$ cat src/rtl/elliptic_curve_structs.sv
// ---------------------------------------------------------------------------
// elliptic_curve_structs : shared types for the ECDSA hash-core arbiter
// Rev 1.0
// ---------------------------------------------------------------------------
`default_nettype none

package elliptic_curve_structs;

   typedef enum logic [1:0] {
      IDLE  = 2'd0,
      START = 2'd1,
      WAIT  = 2'd2
   } hash_arb_state_t;

   typedef enum logic {
      SIGN   = 1'b0,
      VERIFY = 1'b1
   } hash_requester_t;

endpackage

`default_nettype wire

$ cat src/rtl/ecdsa_hash_arbiter_if.sv
// ---------------------------------------------------------------------------
// ecdsa_hash_arbiter_if : request/grant/strobe bundle between the sign and
// verify controllers, the shared hash core and the arbiter.  Rev 1.0
// ---------------------------------------------------------------------------
`default_nettype none

interface ecdsa_hash_arbiter_if;
   logic req_sign;
   logic req_verify;
   logic done_hash;
   logic start_hash;
   logic msg_sel;
   logic gnt_sign;
   logic gnt_verify;
   logic load_hash_sign;
   logic load_hash_verify;
   logic busy;
   logic hash_timeout;

   modport master (
      output req_sign, req_verify, done_hash,
      input  start_hash, msg_sel, gnt_sign, gnt_verify,
      input  load_hash_sign, load_hash_verify, busy, hash_timeout
   );

   modport slave (
      input  req_sign, req_verify, done_hash,
      output start_hash, msg_sel, gnt_sign, gnt_verify,
      output load_hash_sign, load_hash_verify, busy, hash_timeout
   );
endinterface

`default_nettype wire

$ cat src/rtl/ecdsa_hash_rr_pick.sv
// ---------------------------------------------------------------------------
// ecdsa_hash_rr_pick : two-way round-robin pick between sign and verify
// Rev 1.0
// ---------------------------------------------------------------------------
`default_nettype none

module ecdsa_hash_rr_pick
   import elliptic_curve_structs::*;
(
   input  logic            req_sign,
   input  logic            req_verify,
   input  hash_requester_t last_owner,
   output logic            valid,
   output hash_requester_t winner
);

   always_comb begin
      valid  = req_sign | req_verify;
      winner = SIGN;
      if (req_sign && req_verify) begin
         // On a tie the requester that did not go last wins.
         winner = (last_owner == SIGN) ? VERIFY : SIGN;
      end else if (req_verify) begin
         winner = VERIFY;
      end
   end

endmodule

`default_nettype wire

$ cat src/rtl/ecdsa_hash_arbiter.sv
// ---------------------------------------------------------------------------
// ecdsa_hash_arbiter : round-robin owner of the shared hash core for the sign
// and verify controllers. Optional WAIT abort: ECDSA_HASH_ARB_TIMEOUT_EN. Rev 1.0
// ---------------------------------------------------------------------------
`default_nettype none

module ecdsa_hash_arbiter
   import elliptic_curve_structs::*;
#(
   parameter int TIMEOUT_CYCLES = 1024
) (
   input  logic                  clk,
   input  logic                  reset,
   ecdsa_hash_arbiter_if.slave   bus
);

   hash_arb_state_t r_state;
   hash_requester_t r_owner;
   hash_requester_t r_last_owner;
   logic            r_start;
   logic            r_gnt_sign;
   logic            r_gnt_verify;
   logic            r_msg_sel;
   logic            r_busy;

   logic            w_valid;
   hash_requester_t w_winner;
   logic            w_done;
   logic            w_expire;

   ecdsa_hash_rr_pick u_pick (
      .req_sign   (bus.req_sign),
      .req_verify (bus.req_verify),
      .last_owner (r_last_owner),
      .valid      (w_valid),
      .winner     (w_winner)
   );

   assign w_done = (r_state == WAIT) && bus.done_hash;

`ifdef ECDSA_HASH_ARB_TIMEOUT_EN
   localparam int c_cnt_w = $clog2(TIMEOUT_CYCLES + 1);
   localparam logic [c_cnt_w-1:0] c_cnt_last = c_cnt_w'(TIMEOUT_CYCLES - 1);

   logic [c_cnt_w-1:0] r_cnt;

   // r_cnt holds the number of WAIT cycles already elapsed.
   always_ff @(posedge clk) begin
      if (reset) begin
         r_cnt <= '0;
      end else if (r_state == START) begin
         r_cnt <= '0;
      end else if (r_state == WAIT) begin
         r_cnt <= r_cnt + c_cnt_w'(1);
      end
   end

   assign w_expire = (r_state == WAIT) && (r_cnt == c_cnt_last) && !bus.done_hash;
`else
   logic [31:0] w_unused_timeout;
   assign w_unused_timeout = 32'(TIMEOUT_CYCLES);
   assign w_expire         = 1'b0;
`endif

   always_ff @(posedge clk) begin
      if (reset) begin
         r_state      <= IDLE;
         r_owner      <= SIGN;
         r_last_owner <= VERIFY;
         r_start      <= 1'b0;
         r_gnt_sign   <= 1'b0;
         r_gnt_verify <= 1'b0;
         r_msg_sel    <= 1'b0;
         r_busy       <= 1'b0;
      end else begin
         case (r_state)
            IDLE: begin
               if (w_valid) begin
                  r_owner      <= w_winner;
                  r_start      <= 1'b1;
                  r_gnt_sign   <= (w_winner == SIGN);
                  r_gnt_verify <= (w_winner == VERIFY);
                  r_msg_sel    <= (w_winner == VERIFY);
                  r_busy       <= 1'b1;
                  r_state      <= START;
               end
            end
            START: begin
               r_start <= 1'b0;
               r_state <= WAIT;
            end
            WAIT: begin
               if (w_done || w_expire) begin
                  r_last_owner <= r_owner;
                  r_gnt_sign   <= 1'b0;
                  r_gnt_verify <= 1'b0;
                  r_msg_sel    <= 1'b0;
                  r_busy       <= 1'b0;
                  r_state      <= IDLE;
               end
            end
            default: begin
               r_start      <= 1'b0;
               r_gnt_sign   <= 1'b0;
               r_gnt_verify <= 1'b0;
               r_msg_sel    <= 1'b0;
               r_busy       <= 1'b0;
               r_state      <= IDLE;
            end
         endcase
      end
   end

   // Outputs are forced low while reset is held so an abandoned grant never leaks.
   assign bus.start_hash       = r_start      & ~reset;
   assign bus.gnt_sign         = r_gnt_sign   & ~reset;
   assign bus.gnt_verify       = r_gnt_verify & ~reset;
   assign bus.msg_sel          = r_msg_sel    & ~reset;
   assign bus.busy             = r_busy       & ~reset;
   assign bus.load_hash_sign   = w_done & (r_owner == SIGN)   & ~reset;
   assign bus.load_hash_verify = w_done & (r_owner == VERIFY) & ~reset;
   assign bus.hash_timeout     = w_expire & ~reset;

endmodule

`default_nettype wire

$ cat src/flat_wrapper.sv
// flat-port wrapper written by rule: the top's interface ports become plain ports
module ecdsa_hash_arbiter_flat import elliptic_curve_structs::*;
#(
   parameter int TIMEOUT_CYCLES = 1024
)
  (clk, reset, bus_req_sign, bus_req_verify, bus_done_hash, bus_start_hash, bus_msg_sel, bus_gnt_sign, bus_gnt_verify, bus_load_hash_sign, bus_load_hash_verify, bus_busy, bus_hash_timeout);
  ecdsa_hash_arbiter_if bus_i ();
  input  logic clk;
  input  logic reset;
  input wire logic [$bits(bus_i.req_sign)-1:0] bus_req_sign;
  input wire logic [$bits(bus_i.req_verify)-1:0] bus_req_verify;
  input wire logic [$bits(bus_i.done_hash)-1:0] bus_done_hash;
  output wire logic [$bits(bus_i.start_hash)-1:0] bus_start_hash;
  output wire logic [$bits(bus_i.msg_sel)-1:0] bus_msg_sel;
  output wire logic [$bits(bus_i.gnt_sign)-1:0] bus_gnt_sign;
  output wire logic [$bits(bus_i.gnt_verify)-1:0] bus_gnt_verify;
  output wire logic [$bits(bus_i.load_hash_sign)-1:0] bus_load_hash_sign;
  output wire logic [$bits(bus_i.load_hash_verify)-1:0] bus_load_hash_verify;
  output wire logic [$bits(bus_i.busy)-1:0] bus_busy;
  output wire logic [$bits(bus_i.hash_timeout)-1:0] bus_hash_timeout;
  assign bus_i.req_sign = bus_req_sign;
  assign bus_i.req_verify = bus_req_verify;
  assign bus_i.done_hash = bus_done_hash;
  assign bus_start_hash = bus_i.start_hash;
  assign bus_msg_sel = bus_i.msg_sel;
  assign bus_gnt_sign = bus_i.gnt_sign;
  assign bus_gnt_verify = bus_i.gnt_verify;
  assign bus_load_hash_sign = bus_i.load_hash_sign;
  assign bus_load_hash_verify = bus_i.load_hash_verify;
  assign bus_busy = bus_i.busy;
  assign bus_hash_timeout = bus_i.hash_timeout;
  ecdsa_hash_arbiter #(.TIMEOUT_CYCLES(TIMEOUT_CYCLES)) u_core (.clk(clk), .reset(reset), .bus(bus_i));
endmodule
$ cat config.mk
export PLATFORM = sky130hd
export DESIGN_NAME = ecdsa_hash_arbiter_flat
export DESIGN_NICKNAME = d
export VERILOG_FILES = /design/src/rtl/elliptic_curve_structs.sv /design/src/rtl/ecdsa_hash_arbiter_if.sv /design/src/rtl/ecdsa_hash_rr_pick.sv /design/src/rtl/ecdsa_hash_arbiter.sv /design/src/flat_wrapper.sv
export SDC_FILE = /design/constraint.sdc
export NUM_CORES = 1
export LEC_CHECK = 0
export CORE_AREA = 2 2 39 41
export CTS_CLUSTER_DIAMETER = 120
export CTS_CLUSTER_SIZE = 30
export DETAILED_ROUTE_END_ITERATION = 7
export DIE_AREA = 0 0 41 43
export PLACE_DENSITY_LB_ADDON = 0.3
export SLEW_MARGIN = 5
export SYNTH_ARGS = -nofsm -noshare
export SYNTH_HDL_FRONTEND = slang
export SYNTH_SLANG_ARGS = --single-unit
$ cat constraint.sdc
create_clock -name clk -period 1.1 [get_ports clk]
set_input_delay 0.165 -clock clk [delete_from_list [all_inputs] [get_ports clk]]
set_output_delay 0.165 -clock clk [all_outputs]
set_load 0.02 [all_outputs]
# Word-level counts from Yosys, hierarchy flattened
# Index checks and enable logic that the tools add are counted.
# word_totals
register_bits	8
out_inout_bits	8
elab_cells	47
# op_classes
n_eq_ne	4
muxes	14
bitwise_logic	14
reduce_logical	8
# ops
operator	n
$pmux W1 S3	3
$and A1 B1 Y1	8
$reduce_and A2 Y1	4
$mux W1	7
$pmux W2 S3	1
$not A1 Y1	5
$mux W2	2
$reduce_and A3 Y1	1
$eq A2 B1 Y1 const B	1
$eq A2 B2 Y1 const B	1
$logic_and A1 B1 Y1	2
$logic_not A2 Y1	1
$ne A2 B1 Y1 const B	1
$ne A2 B2 Y1 const B	1
$pmux W1 S2	1
$or A1 B1 Y1	1

# Longest topological paths before layout
# depth
depth_word	5
ltp_mapped	4

# Cells and area by module
# Synthesis repeated with hierarchy kept, for this count alone.
# hier_totals
hier_cells	46
hier_area_um2	381.6
# by_module_without_submodules
module	instances	cells_each	area_per_inst_um2	seq_area_each_um2
ecdsa_hash_arbiter	1	44	367.9	160.2
ecdsa_hash_rr_pick	1	2	13.8	0.0

# Least setup slack after synthesis
# Ideal clock, no wire load.
# synth_path
kind	reg2out
from	register u_core.r_state[0]
to	output bus_load_hash_verify
arrival_time_ns	1.151
setup_slack_ns	-0.216
path_stages_with_launch	4
path_cell_list	dfxtp_1 > buf_6 > nand3b_1 > nor3b_1
# synth_via
elab_chain_len	4
# synth_lines
item	line_no	source
start, declared	ecdsa_hash_arbiter.sv:17	hash_arb_state_t r_state;
start signal, assigned	ecdsa_hash_arbiter.sv:67	r_state <= IDLE;
start signal, assigned	ecdsa_hash_arbiter.sv:85	r_state <= START;
start signal, assigned	ecdsa_hash_arbiter.sv:90	r_state <= WAIT;
$eq A2 B2 Y1	ecdsa_hash_arbiter.sv:39	assign w_done = (r_state == WAIT) && bus.done_hash;
$logic_and A1 B1 Y1	ecdsa_hash_arbiter.sv:39	
$and A1 B1 Y1 (2 in a row)	ecdsa_hash_arbiter.sv:121	assign bus.load_hash_verify = w_done & (r_owner == VERIFY) & ~reset;
end, declared	flat_wrapper.sv:18	output wire logic [$bits(bus_i.load_hash_verify)-1:0] bus_load_hash_verify;
# No other way between the ends.

# Worst setup path in the final report
# Same ends and word-level chain as after synthesis.

==> impl_results.md <==
* Register bit total from synthesis at 8
* Setup violators final at 3
* Antenna cells at 0
* Worst skew pair latency at 0.26 ns
* Area grow syn2layout at 81.73%
* Post-DR vias/cell at roughly 4.4
* Peak supply drop at between 0.0004 and 0.0005 V
* Drt total wl at about 890 um
* Clk sink count at 8
* Util after Layout at 0.4946
* Die X at around 41 um
* CP Data Required Time at about 0.94 ns
* IO Pins at 13
* Combinational fraction of design power at 0.292
* FMAX at 741.8 MHz
* Switching Fraction at 0.2732
* Startpoint Class: flip-flop
* Nets at between 70 and 80
* Inserted Clock Buffers at 3
* Unique masters post-synth at 22
* Full die area at about 0.0018 mm^2
* NetSw at about 220 uW
* Vias in the first global route at 326
* FF-to-FF Start: u_core.r_state[1]
* Chip height at roughly 43 um
* Reg-to-reg endpoint: u_core.r_gnt_sign
* RSZ-0062 raised after global routing: yes
* Worst R2R Setup Slack at -0.09 ns
* Detailed placement HPWL at 631.8 um
* H-tree level count at 1
* Clock Pin Slew Worst Setup and Hold Paths at 0.06 ns
* Pin count of the biggest net entering global routing at 9
* P per Cell Area at between 1000 and 1500 mW/mm^2
* Fill count at 135
* Initial antenna violation count at 0
* Initial Utilization at 0.2722
* R2R cell count at 3
* DR WL met2 at 422 um
* Critical path's slowest cell: dfxtp_1
* Pre-antenna DRT Iters at 4
* Deepest clock path buffer count at 2
* Classification of the worst setup path: flip-flop to output port
* Seq/Total Area, Yosys at 0.4252
* Hold_sp: bus_req_verify
* Skew final at ~0.0060 ns
* WP data arrival at roughly 1.2 ns
* Endpoint, Worst Hold: u_core.r_gnt_sign
* Final count of hold timing violations at 0
* Slack of the critical path at -0.2481 ns
* Layout cell share with drive strength beyond 1 at 0.5493
* IO Port Bufs at 11
* GPL Wtd Cong at approximately 0.77
* Max cap viols at 0
* M1 wire length at about 420 um
* Worst hold path depth at 3
* Sequential share of power at 0.419
* Nature of the critical path endpoint: output port
* Failing checks: negative setup slack
* Worst path bufs/invs at 1
* Synthesized area per cell at 8.967 um^2
* Status: finished, violations left
* Fin. max-slew vios at 0
* DRC at 0
* Synth Cell Area at 376.6 um^2
* Pre-CTS setup slack at -0.7543 ns
* Commonest non-fill, non-tap cells in the layout: 20 x buf_4, 7 x dfxtp_1
* Cells after Synth at 42
* Rows at 14
* Crit path max-delay family: simple AND/OR/NAND/NOR gates
* Most common cell after layout, fill and taps aside: buf_4
* GRT overflow at 0
* Yosys warns at 0
* CTS tree: built
* First-pass GRT wire length at between 1000 and 1500 um
* Syn Nets at 47
* Hold Crit Class: input port to flip-flop
* DP Cell Count at about 80
* GRT Overall Usage at 0.1158
* Crit-path max FO at 3
* Via count at between 300 and 400
* Post-route ant nets at 0
* Final period util at 1.226
* Average wire per standard cell at between 10 and 15 um
* Tmin final at 1.348 ns
* CTS Root Cell: clkbuf_4
* Iter 0 DRT Violations at 3
* Pint at about 580 uW
* CP Cell Sequence: nand3b_1, nor3b_4, buf_6
* Met3 WL at 32 um
* Fin cells at 87
* Core area at ~0.0014 mm^2
* Cts-stage hold buffer count at 0
* Clock group share of total power at 0.289
* Crit path largest cell delay at 0.30 ns
* Top routing layer used: met4
* Lkg Pwr at ~0.33 nW
## worst max-delay path by stage
| stage | from | endpoint | slack [ns] | depth (start not counted) |
|---|---|---|---|---|
| floorplan | u_core.r_state[0] | bus_load_hash_sign | -0.04 | 3 |
| global placement | bus_done_hash | bus_load_hash_verify | -0.73 | 4 |
| detailed placement | bus_done_hash | bus_load_hash_verify | -0.75 | 4 |
| CTS | u_core.r_state[0] | bus_load_hash_verify | -0.29 | 3 |
| global route | u_core.r_state[0] | bus_load_hash_verify | -0.30 | 3 |
| finish | u_core.r_state[0] | bus_load_hash_verify | -0.25 | 3 |
## per-layer routing
layer,GRT usage,up-vias
met5,0,-
met3,0.01571,2
li1,-,200
met4,0.1400,0
met1,0.1364,176
met2,0.1531,9
## what timing repair did
item / 4_1_cts / 5_1_grt
endpoints found under the setup margin: 8 / 11
pin swaps: 2 / 4
buffers inserted: 3 / 3
endpoints found under the hold margin: 0 / 0
resized for setup: 38 / 10
## state kept, by name, summed over array words and instances, names as in the netlist
register,cells
u_core.r_gnt_sign,1
u_core.r_owner,1
u_core.r_last_owner,1
u_core.r_gnt_verify,1
u_core.r_start,1
u_core.r_state,2
u_core.r_busy,1
## worst reg2reg max path: cells and delay by family (launching register included)
kind	cells	cell delay, ns
flops	1	0.32
compound gates	1	0.26
buf+inv	1	0.12
simple gates	1	0.41
## logic make-up (layout without fill, tap and decap cells)
family / count (synthesis) / count (layout) / synth area share
AOI/OAI and AO/OA: 10 / 10 / 0.1927
muxes: 1 / 1 / 0.02658
DFF: 8 / 8 / 0.4252
and+or+nand+nor: 16 / 16 / 0.2458
other: 1 / 1 / 0.009957
buffers and inverters: 6 / 35 / 0.09965
## cells in the mapped netlist
library cell	n	area share
dfxtp_1	8	0.43
a21oi_1	4	0.053
nor2b_1	4	0.066
nand2_1	3	0.030
nor2_1	3	0.030
buf_4	2	0.040
inv_1	2	0.020
nor3b_1	2	0.040
a211oi_1	1	0.020
a221oi_2	1	0.040
buf_6	1	0.030
clkbuf_1	1	0.010
conb_1	1	0.010
mux2i_1	1	0.027
nand2b_1	1	0.017
nand3b_1	1	0.020
nor3_1	1	0.013
o21ai_1	1	0.013
o2bb2ai_1	1	0.023
o311ai_0	1	0.023
o31ai_1	1	0.020
or3_4	1	0.030
## area by class of cell
| class | count | area (um^2) | area share |
|---|---|---|---|
| multi-input combinational | 28 | 216.5 | 0.3163 |
| timing repair buffer | 30 | 256.5 | 0.3748 |
| clock buffer | 3 | 22.52 | 0.03291 |
| inverter | 2 | 7.507 | 0.01097 |
| sequential | 8 | 161.4 | 0.2358 |
| tap | 16 | 20.02 | 0.02925 |
## metrics by stage
step	instance area [um^2]	TNS (ns)	hold slack, ns	total power, mW
after floorplan	392.9	-0.06908	0.2580	0.4430
after global placement	598.1	-5.804	0.4366	0.5329
after detailed placement	598.1	-5.955	0.4595	0.5354
after CTS	644.4	-0.5803	0.4676	0.7862
after global routing	684.4	-0.7303	0.2459	0.8342
final	684.4	-0.5780	0.2472	0.7922
## power groups by stage
stage,clock network [mW],logic (mW),registers [mW]
2_1_floorplan,0,0.107,0.336
3_3_place_gp,0,0.199,0.334
3_5_place_dp,0,0.200,0.336
4_1_cts,0.243,0.213,0.330
5_1_grt,0.250,0.249,0.335
6_report,0.229,0.231,0.332
(Power assumes the default switching activity.)
==> edit 1: new RTL, same flow settings <==
Encoding of `hash_arb_state_t`: now one-hot (3 bits for 3 states).
--- a/src/rtl/elliptic_curve_structs.sv
+++ b/src/rtl/elliptic_curve_structs.sv
@@ -6,10 +6,10 @@
 
 package elliptic_curve_structs;
 
-   typedef enum logic [1:0] {
-      IDLE  = 2'd0,
-      START = 2'd1,
-      WAIT  = 2'd2
+   typedef enum logic [2:0] {
+      IDLE  = 3'b001,
+      START = 3'b010,
+      WAIT  = 3'b100
    } hash_arb_state_t;
 
    typedef enum logic {
Check against the original RTL: no difference found for any inputs over 10 cycles, from zero or initial values and one cycle with reset high; not proved beyond that.
==> edit 1 against the unedited design <==
- the flow still finishes with violations (negative setup slack)
- setup slack worse by 0.025 ns
- die area stayed put
- synthesized area is 16% higher
- total power is 15% higher
- clock skew is 0.0043 ns lower
- wire length is 18% higher
- sequential share of layout area is 0.67 points higher
- via count is 8.0% higher
- clock power is 11% higher
- cell count is 4.6% higher
- synthesized cell count is 9.5% higher
- design area is 11% higher
- sequential cell count is 1 higher
- critical endpoint is now u_core.r_gnt_sign$_SDFFE_PP0P_
==> edit 1: results (changes against the unedited design) <==
* Largest net degree at the start of global routing at 11 (+2)
* Met1 Use GR at 0.178 (+0.0416)
* Total track usage at 0.147 (+0.0311)
* Failing checks: negative setup slack
* Sequential share of the synthesized area at 0.414 (-0.0115)
* Synth unique cells at 26 (+18%)
* Status: complete, but fails checks
* CP delay by family, top: compound AO/OA/AOI/OAI gates
* Metal1 wirelength at 436 µm (+3.8%)
* Layout cells sized above 1 at 0.573 (+0.0240)
* Synth cell count leaders: dfxtp_1, nor2_1, inv_1
* Critical path origin: u_core.r_state[2]$_SDFFE_PP0P_
* Met2 Resource Use GR at 0.225 (+0.0719)
* Max VDD drop at 0.870 mV (+85%)
* Vias at 418 (+8.0%)
* Worst-path fanout max at 5 (+2)
* Inverters at 3 (+1)
* Worst endpoint data arrival time at 1.52 ns (+0.34 ns)
* Area of the multi-input gates at 289 µm² (+34%)
* Final setup margin at -0.273 ns (-0.0250 ns)
* Crit path max-delay cell type: dfxtp_2
* Fillcell total at 132 (-2.2%)
* Final hold slack at 0.218 ns (-0.0289 ns)
* Fraction of area in registers at 0.243 (+0.00674)
* Largest register FFs at 3 (+1)
* Syn Nets at 51 (+8.5%)
* Pre-CTS setup slack at -0.757 ns (-0.00236 ns)
* Complex-gate fraction of the synthesized area at 0.164 (-0.0289)
* # setup viols final at 9 (+6)
* Placer Congestion at 0.691 (-11%)
==> edit 1: cell types whose count changed in the layout (fill, tap and decap cells not counted), moves of 2 or more <==
| cell | before | now |
|---|---|---|
| buf_4 | 20 | 17 |
| buf_6 | 3 | 5 |
| clkdlybuf4s50_1 | 0 | 2 |
| dfxtp_2 | 1 | 3 |
| dlymetal6s2s_1 | 2 | 0 |
| nor2_1 | 2 | 4 |
| o22ai_2 | 0 | 2 |
==> edit 1: stage by stage <==
stage / power, W / cell area [µm²] / std cells
after floorplan: 0.000497 / 439 / 46
after global placement: 0.000610 / 656 / 84
after detailed placement: 0.000613 / 656 / 84
after CTS: 0.000906 / 733 / 91
after global routing: 0.000966 / 758 / 91
final: 0.000910 / 758 / 91
==> edit 1: what timing repair did <==
| action | in CTS | in global routing |
|---|---|---|
| resized for setup | 44 | 12 |
| buffers inserted | 4 | 1 |
| pin swaps | 4 | 4 |
| endpoints found under the hold margin | 0 | 0 |
| endpoints found under the setup margin | 15 | 14 |
==> edit 2: new RTL, same flow settings <==
Made on the original files. Register the output `bus.hash_timeout`; this adds one clock of latency there.
--- a/src/rtl/ecdsa_hash_arbiter.sv
+++ b/src/rtl/ecdsa_hash_arbiter.sv
@@ -119,7 +119,9 @@
    assign bus.busy             = r_busy       & ~reset;
    assign bus.load_hash_sign   = w_done & (r_owner == SIGN)   & ~reset;
    assign bus.load_hash_verify = w_done & (r_owner == VERIFY) & ~reset;
-   assign bus.hash_timeout     = w_expire & ~reset;
+   always_ff @(posedge clk) begin
+      bus.hash_timeout <= w_expire & ~reset;
+   end
 
 endmodule
 
Check against the original RTL: equivalent (Yosys induction, for registers that start in step).
==> edit 2 against the unedited design <==
- the flow still finishes with violations (negative setup slack)
- non-clock buffer count decreased by 1
- count of clock-buffer cells in the layout unchanged
- register-to-register slack improved by 0.11 ns
- wire length increased by 1.7%
- sequential cell count unchanged
- global-route usage increased by 1.2 points
- total power decreased by 1.9%
- setup slack improved by 0.024 ns
- hold slack improved by 0.20 ns
- design area decreased by 3.8%
- synthesized area decreased by 2.0%
- critical endpoint unchanged
- largest power group unchanged
==> edit 2: results (changes against the unedited design) <==
* Status: complete, but fails checks
* Failing checks: negative setup slack
* First-pass GRT wire length at 1.44 mm (+11%)
* Comb pwr at 0.000215 W (-7%)
* Post-CTS setup buffer count at 5 (+2)
* Met2 Resource Use GR at 0.166 (+0.0125)
* Slowest stage delay, CP at between 0.3 and 0.4 ns
* Post-DP Area at 588 µm² (-1.7%)
* Metal1 wirelength at 396 µm (-5.7%)
* DRT Pass-1 Iters at 3 (-1)
* Number of global-route vias before repair at 342 (+4.9%)
* Ys async rst share at 0 (unchanged)
* Area share of the largest cell type after synthesis at 0.434 (+0.00865)
* Pwr dens at 1180 nW/µm² (+2.0%)
* Average cell area after synthesis at 8.58 µm² (-4.3%)
* FF-to-FF Start: u_core.r_state[0]$_SDFFE_PP0P_
* DP HPWL at 634 µm (+0.35%)
* Largest net degree at the start of global routing at 8 (-1)
* Layout cells sized above 1 at 0.528 (-0.0215)
* Post-cts sizing count at 37 (-2.6%)
* Clk Latency, worst-skew pair at 0.26 ns (about the same)
* Synth cell count leaders: dfxtp_1, a21oi_1, nor2_1, nor2b_1
* Post-placement cell count at 80 (+1.3%)
* Crit path max-delay cell type: dfxtp_2
* WL met2 at 453 µm (+7.3%)
* Worst Clk Skew at 0.00441 ns (-0.00163 ns)
* Mux share of post-synthesis cell area at 0.0271 (+0.000541)
* Vias per cell at 4.41 (-0.88%)
* Hold Crit Depth at 4 (+1)
* Placer Congestion at 0.723 (-6.5%)
* Worst Hold End: u_core.r_busy$_SDFFE_PP0P_
* Met3 usage at 0.0314 (+0.0157)
* Total track usage at 0.128 (+0.0122)
* H-tree depth at 1 (unchanged)
* # setup viols final at 2 (-1)
* FF-to-FF path depth at 4 (+1)
* Final setup margin at -0.224 ns (+0.0238 ns)
* R2R Setup Slk at 0.02 ns (+0.11 ns)
* Sequential share of the synthesized area at 0.434 (+0.00865)
* Synth unique cells at 22 (unchanged)
* Fillcell total at 141 (+4.4%)
* Met3 routed WL at 36 µm (+13%)
* Routed length per instance at 10.3 µm (+0.52%)
* Finished Core Util at 0.476 (-0.0190)
* Switching Share at 0.274 (+0.000375)
* Leakage power at 0.300 nW (-10%)
* Worst endpoint data arrival time at 1.16 ns (-0.02 ns)
* Hold_sp: reset
* Complex-gate fraction of the synthesized area at 0.210 (+0.0175)
* Synth area leaders: dfxtp_1, nor2b_1, a21oi_1, buf_4, nand3b_1
* Drt total wl at 909 µm (+1.7%)
* # port buffers at 11 (unchanged)
* Post-layout net count at 79 (+1.3%)
* Max clock buf depth at 2 (unchanged)
* Met1 Use GR at 0.173 (+0.0363)
* Syn Nets at 48 (+2.1%)
* Max VDD drop at 0.872 mV (+85%)
edit 2: logic make-up (layout without fill, tap and decap cells):
family                 after synthesis  after routing
multiplexers                         1              1
other                                1              1
buffers and inverters                5             34
flip-flops                           8              8
AO/OA/AOI/OAI                       12             12
AND/OR/NAND/NOR                     16             16
edit 2: final cells by class:
class	instances	area share
Inverter	2	0.0114
Clock buffer	3	0.0342
Tap cell	16	0.0304
Multi-Input combinational cell	30	0.319
Timing Repair Buffer	29	0.357
Sequential cell	8	0.247
edit 2: tightest hold or removal path, stage by stage:
cell and delay (ns):
dlygate4sd2_1 0.21, buf_6 0.13, buf_4 0.12, a21oi_1 0.03
edit 2: through the flow:
step	setup WS [ns]	setup TNS, ns	hold WS [ns]
floorplan	0.0140	0	0.320
global placement	-0.700	-4.95	0.472
detailed placement	-0.723	-5.06	0.483
CTS	-0.221	-0.438	0.425
global route	-0.328	-0.628	0.434
finish	-0.224	-0.394	0.444
